===== src/rtl/muldiv_seq.sv =====
// Iterative RV32M sequencer: shift-add multiply and restoring divide over XLEN cycles,
// with magnitude arithmetic, sign fix-up in FIX and a fast path for divide special cases.
module muldiv_seq #(
  parameter int XLEN = 32
) (
  input  logic            clk,
  input  logic            rst,
  input  logic            start,
  input  logic [5:0]      alu_op,
  input  logic [XLEN-1:0] a,
  input  logic [XLEN-1:0] b,
  input  logic            flush,
  output logic            busy,
  output logic            done,
  output logic [XLEN-1:0] result,
  output logic [1:0]      dbg_state
);

  localparam int CW = $clog2(XLEN);
  localparam logic [XLEN-1:0] MIN_INT = {1'b1, {(XLEN-1){1'b0}}};

  typedef enum logic [1:0] {S_IDLE, S_CALC, S_FIX, S_DONE} state_t;

  state_t              r_state, w_next;
  logic [CW-1:0]       r_count;
  logic [2:0]          r_op;
  logic [XLEN-1:0]     r_opnd;
  logic [2*XLEN-1:0]   r_acc;
  logic                r_neg;
  logic                r_special;
  logic [XLEN-1:0]     r_spec_res;
  logic [XLEN-1:0]     r_result;

  logic [2:0]          w_f3;
  logic                w_accept, w_is_div, w_a_neg, w_b_neg, w_neg, w_special;
  logic [XLEN-1:0]     w_a_mag, w_b_mag, w_spec_res;
  logic [XLEN:0]       w_mul_sum, w_div_top, w_div_diff;
  logic [2*XLEN-1:0]   w_acc_next, w_prod;
  logic [XLEN-1:0]     w_quo, w_rem, w_fix_res;

  // Operand decode: signedness from funct3, then magnitudes and the result sign.
  always_comb begin
    w_f3       = alu_op[2:0];
    w_is_div   = w_f3[2];
    w_a_neg    = a[XLEN-1] && (w_f3 == 3'd1 || w_f3 == 3'd2 || w_f3 == 3'd4 || w_f3 == 3'd6);
    w_b_neg    = b[XLEN-1] && (w_f3 == 3'd1 || w_f3 == 3'd4 || w_f3 == 3'd6);
    w_a_mag    = w_a_neg ? (~a + 1'b1) : a;
    w_b_mag    = w_b_neg ? (~b + 1'b1) : b;
    w_neg      = (w_f3 == 3'd6) ? w_a_neg : (w_a_neg ^ w_b_neg);
    w_special  = 1'b0;
    w_spec_res = '0;
    if (w_is_div) begin
      if (b == '0) begin
        w_special  = 1'b1;
        w_spec_res = w_f3[1] ? a : '1;
      end else if (!w_f3[0] && a == MIN_INT && b == '1) begin
        w_special  = 1'b1;
        w_spec_res = w_f3[1] ? '0 : MIN_INT;
      end
    end
    w_accept = start && (alu_op[5:3] == 3'b100) && !flush &&
               (r_state == S_IDLE || r_state == S_DONE);
  end

  always_comb begin
    w_next = r_state;
    case (r_state)
      S_IDLE, S_DONE: w_next = w_accept ? (w_special ? S_FIX : S_CALC) : S_IDLE;
      S_CALC:         if (r_count == CW'(XLEN-1)) w_next = S_FIX;
      S_FIX:          w_next = S_DONE;
      default:        w_next = S_IDLE;
    endcase
    if (flush) w_next = S_IDLE;
  end

  always_ff @(posedge clk) begin
    if (rst) r_state <= S_IDLE;
    else     r_state <= w_next;
  end

  // One iteration: multiply adds multiplicand into the high half and shifts right;
  // divide shifts {rem, quo} left and subtracts the divisor when it fits.
  always_comb begin
    w_mul_sum  = {1'b0, r_acc[2*XLEN-1:XLEN]} + (r_acc[0] ? {1'b0, r_opnd} : '0);
    w_div_top  = r_acc[2*XLEN-1:XLEN-1];
    w_div_diff = w_div_top - {1'b0, r_opnd};
    if (r_op[2]) begin
      w_acc_next = w_div_diff[XLEN] ? {r_acc[2*XLEN-2:0], 1'b0}
                                    : {w_div_diff[XLEN-1:0], r_acc[XLEN-2:0], 1'b1};
    end else begin
      w_acc_next = {w_mul_sum, r_acc[XLEN-1:1]};
    end
    w_prod = r_neg ? (~r_acc + 1'b1) : r_acc;
    w_quo  = r_neg ? (~r_acc[XLEN-1:0] + 1'b1) : r_acc[XLEN-1:0];
    w_rem  = r_neg ? (~r_acc[2*XLEN-1:XLEN] + 1'b1) : r_acc[2*XLEN-1:XLEN];
    case (r_op)
      3'd0:             w_fix_res = w_prod[XLEN-1:0];
      3'd1, 3'd2, 3'd3: w_fix_res = w_prod[2*XLEN-1:XLEN];
      3'd4, 3'd5:       w_fix_res = w_quo;
      default:          w_fix_res = w_rem;
    endcase
    if (r_special) w_fix_res = r_spec_res;
  end

  always_ff @(posedge clk) begin
    if (rst) begin
      r_count    <= '0;
      r_op       <= '0;
      r_opnd     <= '0;
      r_acc      <= '0;
      r_neg      <= 1'b0;
      r_special  <= 1'b0;
      r_spec_res <= '0;
      r_result   <= '0;
    end else begin
      if (w_accept) begin
        r_count    <= '0;
        r_op       <= w_f3;
        r_neg      <= w_neg;
        r_special  <= w_special;
        r_spec_res <= w_spec_res;
        r_opnd     <= w_is_div ? w_b_mag : w_a_mag;
        r_acc      <= {{XLEN{1'b0}}, (w_is_div ? w_a_mag : w_b_mag)};
      end else if (r_state == S_CALC) begin
        r_acc   <= w_acc_next;
        r_count <= r_count + 1'b1;
      end
      if (r_state == S_FIX && !flush) r_result <= w_fix_res;
    end
  end

  assign busy      = (r_state == S_CALC) || (r_state == S_FIX);
  assign done      = (r_state == S_DONE);
  assign result    = r_result;
  assign dbg_state = r_state;

endmodule


===== config.mk =====
export PLATFORM = sky130hd
export DESIGN_NAME = muldiv_seq
export DESIGN_NICKNAME = d
export VERILOG_FILES = /design/src/rtl/muldiv_seq.sv
export SDC_FILE = /design/constraint.sdc
export NUM_CORES = 1
export LEC_CHECK = 0
export BUFFER_PORTS_ARGS = -buffer_cell sky130_fd_sc_hd__buf_2
export CAP_MARGIN = 25
export CORE_UTILIZATION = 60
export DETAILED_ROUTE_END_ITERATION = 16
export GPL_TIMING_DRIVEN = 1
export HOLD_SLACK_MARGIN = 0.03
export PLACE_DENSITY = 0.79
export SYNTH_ARGS = -nofsm -noshare
export SYNTH_HDL_FRONTEND = slang
export SYNTH_SLANG_ARGS = --single-unit

===== constraint.sdc =====
create_clock -name clk -period 4.3 [get_ports clk]
set_clock_uncertainty 0.2 [all_clocks]
set_input_delay 0.645 -clock clk [delete_from_list [all_inputs] [get_ports clk]]
set_output_delay 0.645 -clock clk [all_outputs]
set_load 0.01 [all_outputs]

==> results.rst <==
.. list-table::
   :header-rows: 1

   * - Metric
     - Value
   * - Clock tree from TritonCTS
     - yes
   * - Flip-flop and latch count after synthesis
     - 172
   * - Start point of the worst min-delay path
     - flush
   * - CTS H-tree lvls
     - 4
   * - EDFF count, synth
     - 0
   * - Drt pass-1 iters
     - 6
   * - Buffer levels on the longest clock path
     - 2
   * - Filler-free cell count of the finished design
     - 2532
   * - VDD IR-drop max
     - approximately 0.00026 V
   * - Result of the run
     - complete, no violations
   * - Reg2reg start
     - r_acc[33]
   * - Half-perimeter wire length after detailed placement
     - 42.96 mm
   * - Max-slew headroom at the worst pin
     - 34.68%
   * - Yosys Warn Count
     - 0
   * - Share of final-layout standard cells stronger than drive strength 1
     - ~12%
   * - Prevailing post-synth register cell
     - dfxtp_1
   * - Final setup margin
     - 0.2234 ns
   * - Unrepaired setup endpoints after global routing
     - false
   * - Die extent in y
     - 162.8 um
   * - Largest net degree at the start of global routing
     - 89
   * - Vias after detailed routing
     - between 15000 and 20000
   * - Worst Hold Endpoint
     - dbg_state[1]
   * - Type of origin of the critical path
     - flip-flop
   * - Final setup violating endpoints
     - 0
   * - WL/cell
     - 22.18 um
   * - Area growth, synth to finish
     - 9.069%
   * - Mean instance size in the synthesized netlist
     - 7.226 um2
   * - Top-level port count
     - 110
   * - Core footprint
     - 25250 um2
   * - Required @ worst endpoint
     - 4.42 ns
   * - Number of library cell types mapped by synthesis
     - 89
   * - PwrDens
     - about 250 nW/um2
   * - Horizontal extent of the die
     - 162.8 um
   * - Area of the mapped netlist
     - 15510 um2
   * - # diodes
     - 0
   * - Vias/cell
     - 6.681
   * - MaxCap Viol Count
     - 0
   * - CTS Sinks
     - 172
   * - Vias in the first global route
     - roughly 15000
   * - Share of the yosys chip area belonging to registers
     - 22.20%
   * - Count of final hold-check violations
     - 0
   * - Destination of the worst register-to-register timing path
     - result[28]
   * - Final number of max-transition violations
     - 0
   * - Inst Count DP
     - 2500
   * - Synthesized netlist cell count
     - ~2100
   * - Port Buffers
     - ~110
   * - Worst setup path category
     - reg2reg
   * - Full die area
     - 26490 um2
   * - Routability-driven placement congestion ratio
     - 1.061
   * - Remaining global-route overflow
     - 0
   * - Worst Path Max Fanout
     - 9
   * - Final-stage net count
     - 2339
   * - Share of the clock period used by the worst path
     - between 90% and 100%
   * - Initial cell density of the core
     - about three fifths
   * - Proportion of synthesized flip-flops having asynchronous set or reset
     - 0%
   * - Number of antenna violations at the first check in global routing
     - 0
   * - Setup TNS
     - 0 ns
   * - Pin slew with the least headroom to its limit
     - 0.9778 ns
   * - Total global routing track utilization
     - 41.77%
   * - Worst slack, placed
     - 0.2419 ns
   * - Clock slew at reported path FFs
     - 0.07 ns
   * - Reg-to-reg slack, setup
     - 0.22 ns
   * - CP endpoint kind
     - flip-flop
   * - Pleak
     - 7.041 nW
   * - Wire length of the first global-routing pass
     - 84.79 mm
   * - Post-route ant nets
     - 0
   * - Total Routed Length
     - 56.17 mm
   * - Iteration-0 DRC count of the detailed router
     - between 2000 and 2500
   * - Number of standard-cell rows in the floorplan
     - 58
   * - Clock insertion delay at the later pin of the skew report
     - 0.46 ns
   * - Drc violations
     - 0
   * - Number of stages on the worst hold path
     - 2
   * - Fin crit period
     - 4.077 ns
   * - Depth of the most critical reg-to-reg path
     - 12
   * - Buffer cell driving the clock tree root
     - clkbuf_16
   * - Achievable frequency
     - about 250 MHz
   * - Class of the most critical hold timing path
     - in2reg
   * - Crit path arrival time
     - 4.19 ns
   * - Number of nets in the synthesized netlist
     - around 2300
   * - Number of buffers created by CTS
     - 17
-- synthesized netlist by cell type, types with 32 or more instances --
cell type | count | area (um2)
a21o_1 | 37 | 277.8
inv_1 | 67 | 251.5
a211oi_1 | 42 | 315.3
or3_1 | 32 | 200.2
mux2i_1 | 57 | 570.6
dfxtp_1 | 172 | 3443
ha_1 | 74 | 925.9
nor3_1 | 47 | 235.2
nand2_1 | 230 | 863.3
nand3_1 | 36 | 180.2
nor2_1 | 230 | 863.3
o21ai_0 | 155 | 775.7
clkbuf_1 | 112 | 420.4
nor2b_1 | 44 | 275.3
xnor2_1 | 86 | 753.2
o211ai_1 | 61 | 457.9
xor2_1 | 87 | 762.0
a21oi_1 | 202 | 1011
-- registers in the layout, summed over array words and instances (netlist names) --
register,count
r_op,3
result,32
r_count,5
r_opnd,32
r_neg,1
dbg_state,2
r_special,1
r_spec_res,32
r_acc,64
-- layer usage --
metal / up-vias / GRT usage (%) / share of wire, % / routed length [um]
met5: - / 0 / 0 / 0
met4: 0 / 23.49 / 6.3 / 3541
met3: 217 / 9.753 / 12 / 6679
met2: 1023 / 62.79 / 42 / 23760
met1: 7841 / 54.70 / 40 / 22190
li1: 7835 / - / - / -
-- placed cells by master, fill, tap and decap left out, types with 17 or more instances in the layout --
master / synthesis / layout
nand4_1: 21 / 21
xnor2_1: 86 / 86
nor3_1: 47 / 47
dfxtp_1: 172 / 170
inv_1: 67 / 67
xor2_1: 87 / 87
o211ai_1: 61 / 61
mux2i_1: 57 / 57
nor2b_1: 44 / 44
o31ai_1: 27 / 27
a211oi_1: 42 / 41
a21oi_1: 202 / 201
or3_1: 32 / 32
ha_1: 74 / 73
o221ai_1: 20 / 20
buf_2: 4 / 108
nor2_1: 230 / 229
o21ai_0: 155 / 155
clkbuf_16: 0 / 17
nand3_1: 36 / 36
buf_4: 3 / 65
a21o_1: 37 / 37
a31oi_1: 23 / 23
or4_1: 18 / 18
nand2_1: 230 / 230
-- cells by family after synthesis --
| family | after synthesis | synth area share (%) |
|---|---|---|
| AOI/OAI and AO/OA | 695 | 28.64 |
| xor gates and xnor gates | 174 | 9.876 |
| adders and majority gates | 76 | 6.229 |
| buffers and inverters | 220 | 6.116 |
| DFF | 172 | 22.20 |
| muxes | 68 | 4.478 |
| and+or+nand+nor | 741 | 22.46 |
-- cell type report --
class                           count  area (um2)
Clock buffer                       17       425.4
Fill cell                        2258        8341
Timing Repair Buffer              174        1049
Multi-Input combinational cell   1754       11150
Inverter                           70       262.8
Clock inverter                     15       165.2
Sequential cell                   172        3448
Tap cell                          330       412.9
-- where the power goes --
part	total (W)	switching (W)	leakage (nW)	internal, W
clock network	0.00159	0.000809	0.292	0.000785
registers	0.00163	0.0000256	1.39	0.00161
logic	0.000971	0.000612	5.36	0.000359
-- how the worst max path moves through the flow --
stage	start	end	slack [ns]	depth (start not counted)
floorplan	r_acc[31]	r_acc[50]	0.50	14
CTS	r_acc[31]	r_acc[56]	0.18	14
global placement	r_acc[31]	r_acc[56]	0.34	14
finish	r_acc[33]	result[28]	0.22	12
global route	r_acc[0]	r_acc[61]	0.04	15
detailed placement	r_acc[31]	r_acc[56]	0.24	14
-- through the flow --
stage	util, %	hold WS, ns	power (W)	cell area (um2)
2_1_floorplan	-	0.2172	0.002300	15510
3_3_place_gp	64.60	0.2308	0.002591	16310
3_5_place_dp	64.60	0.2374	0.002601	16310
4_1_cts	66.94	0.2423	0.004166	16910
5_1_grt	66.97	0.2677	0.004322	16910
6_report	66.97	0.2467	0.004197	16910
-- worst max-delay path: stages (launching register included) --
cell	delay [ns]
dfxtp_1	0.42
inv_1	0.15
ha_1	0.28
or3b_1	0.43
or4_1	0.51
or4_1	0.57
o21a_1	0.23
a21oi_1	0.20
a21oi_2	0.08
a311oi_1	0.46
a211oi_1	0.14
a211oi_2	0.23
nor3_2	0.06
-- timing repair --
action	in CTS	in global routing
gates resized for setup	0	2
setup buffers	0	0
endpoints found under the hold margin	0	0
hold buffers	0	0
endpoints found under the setup margin	0	14
No activity file was read; power rests on OpenSTA's default activity.
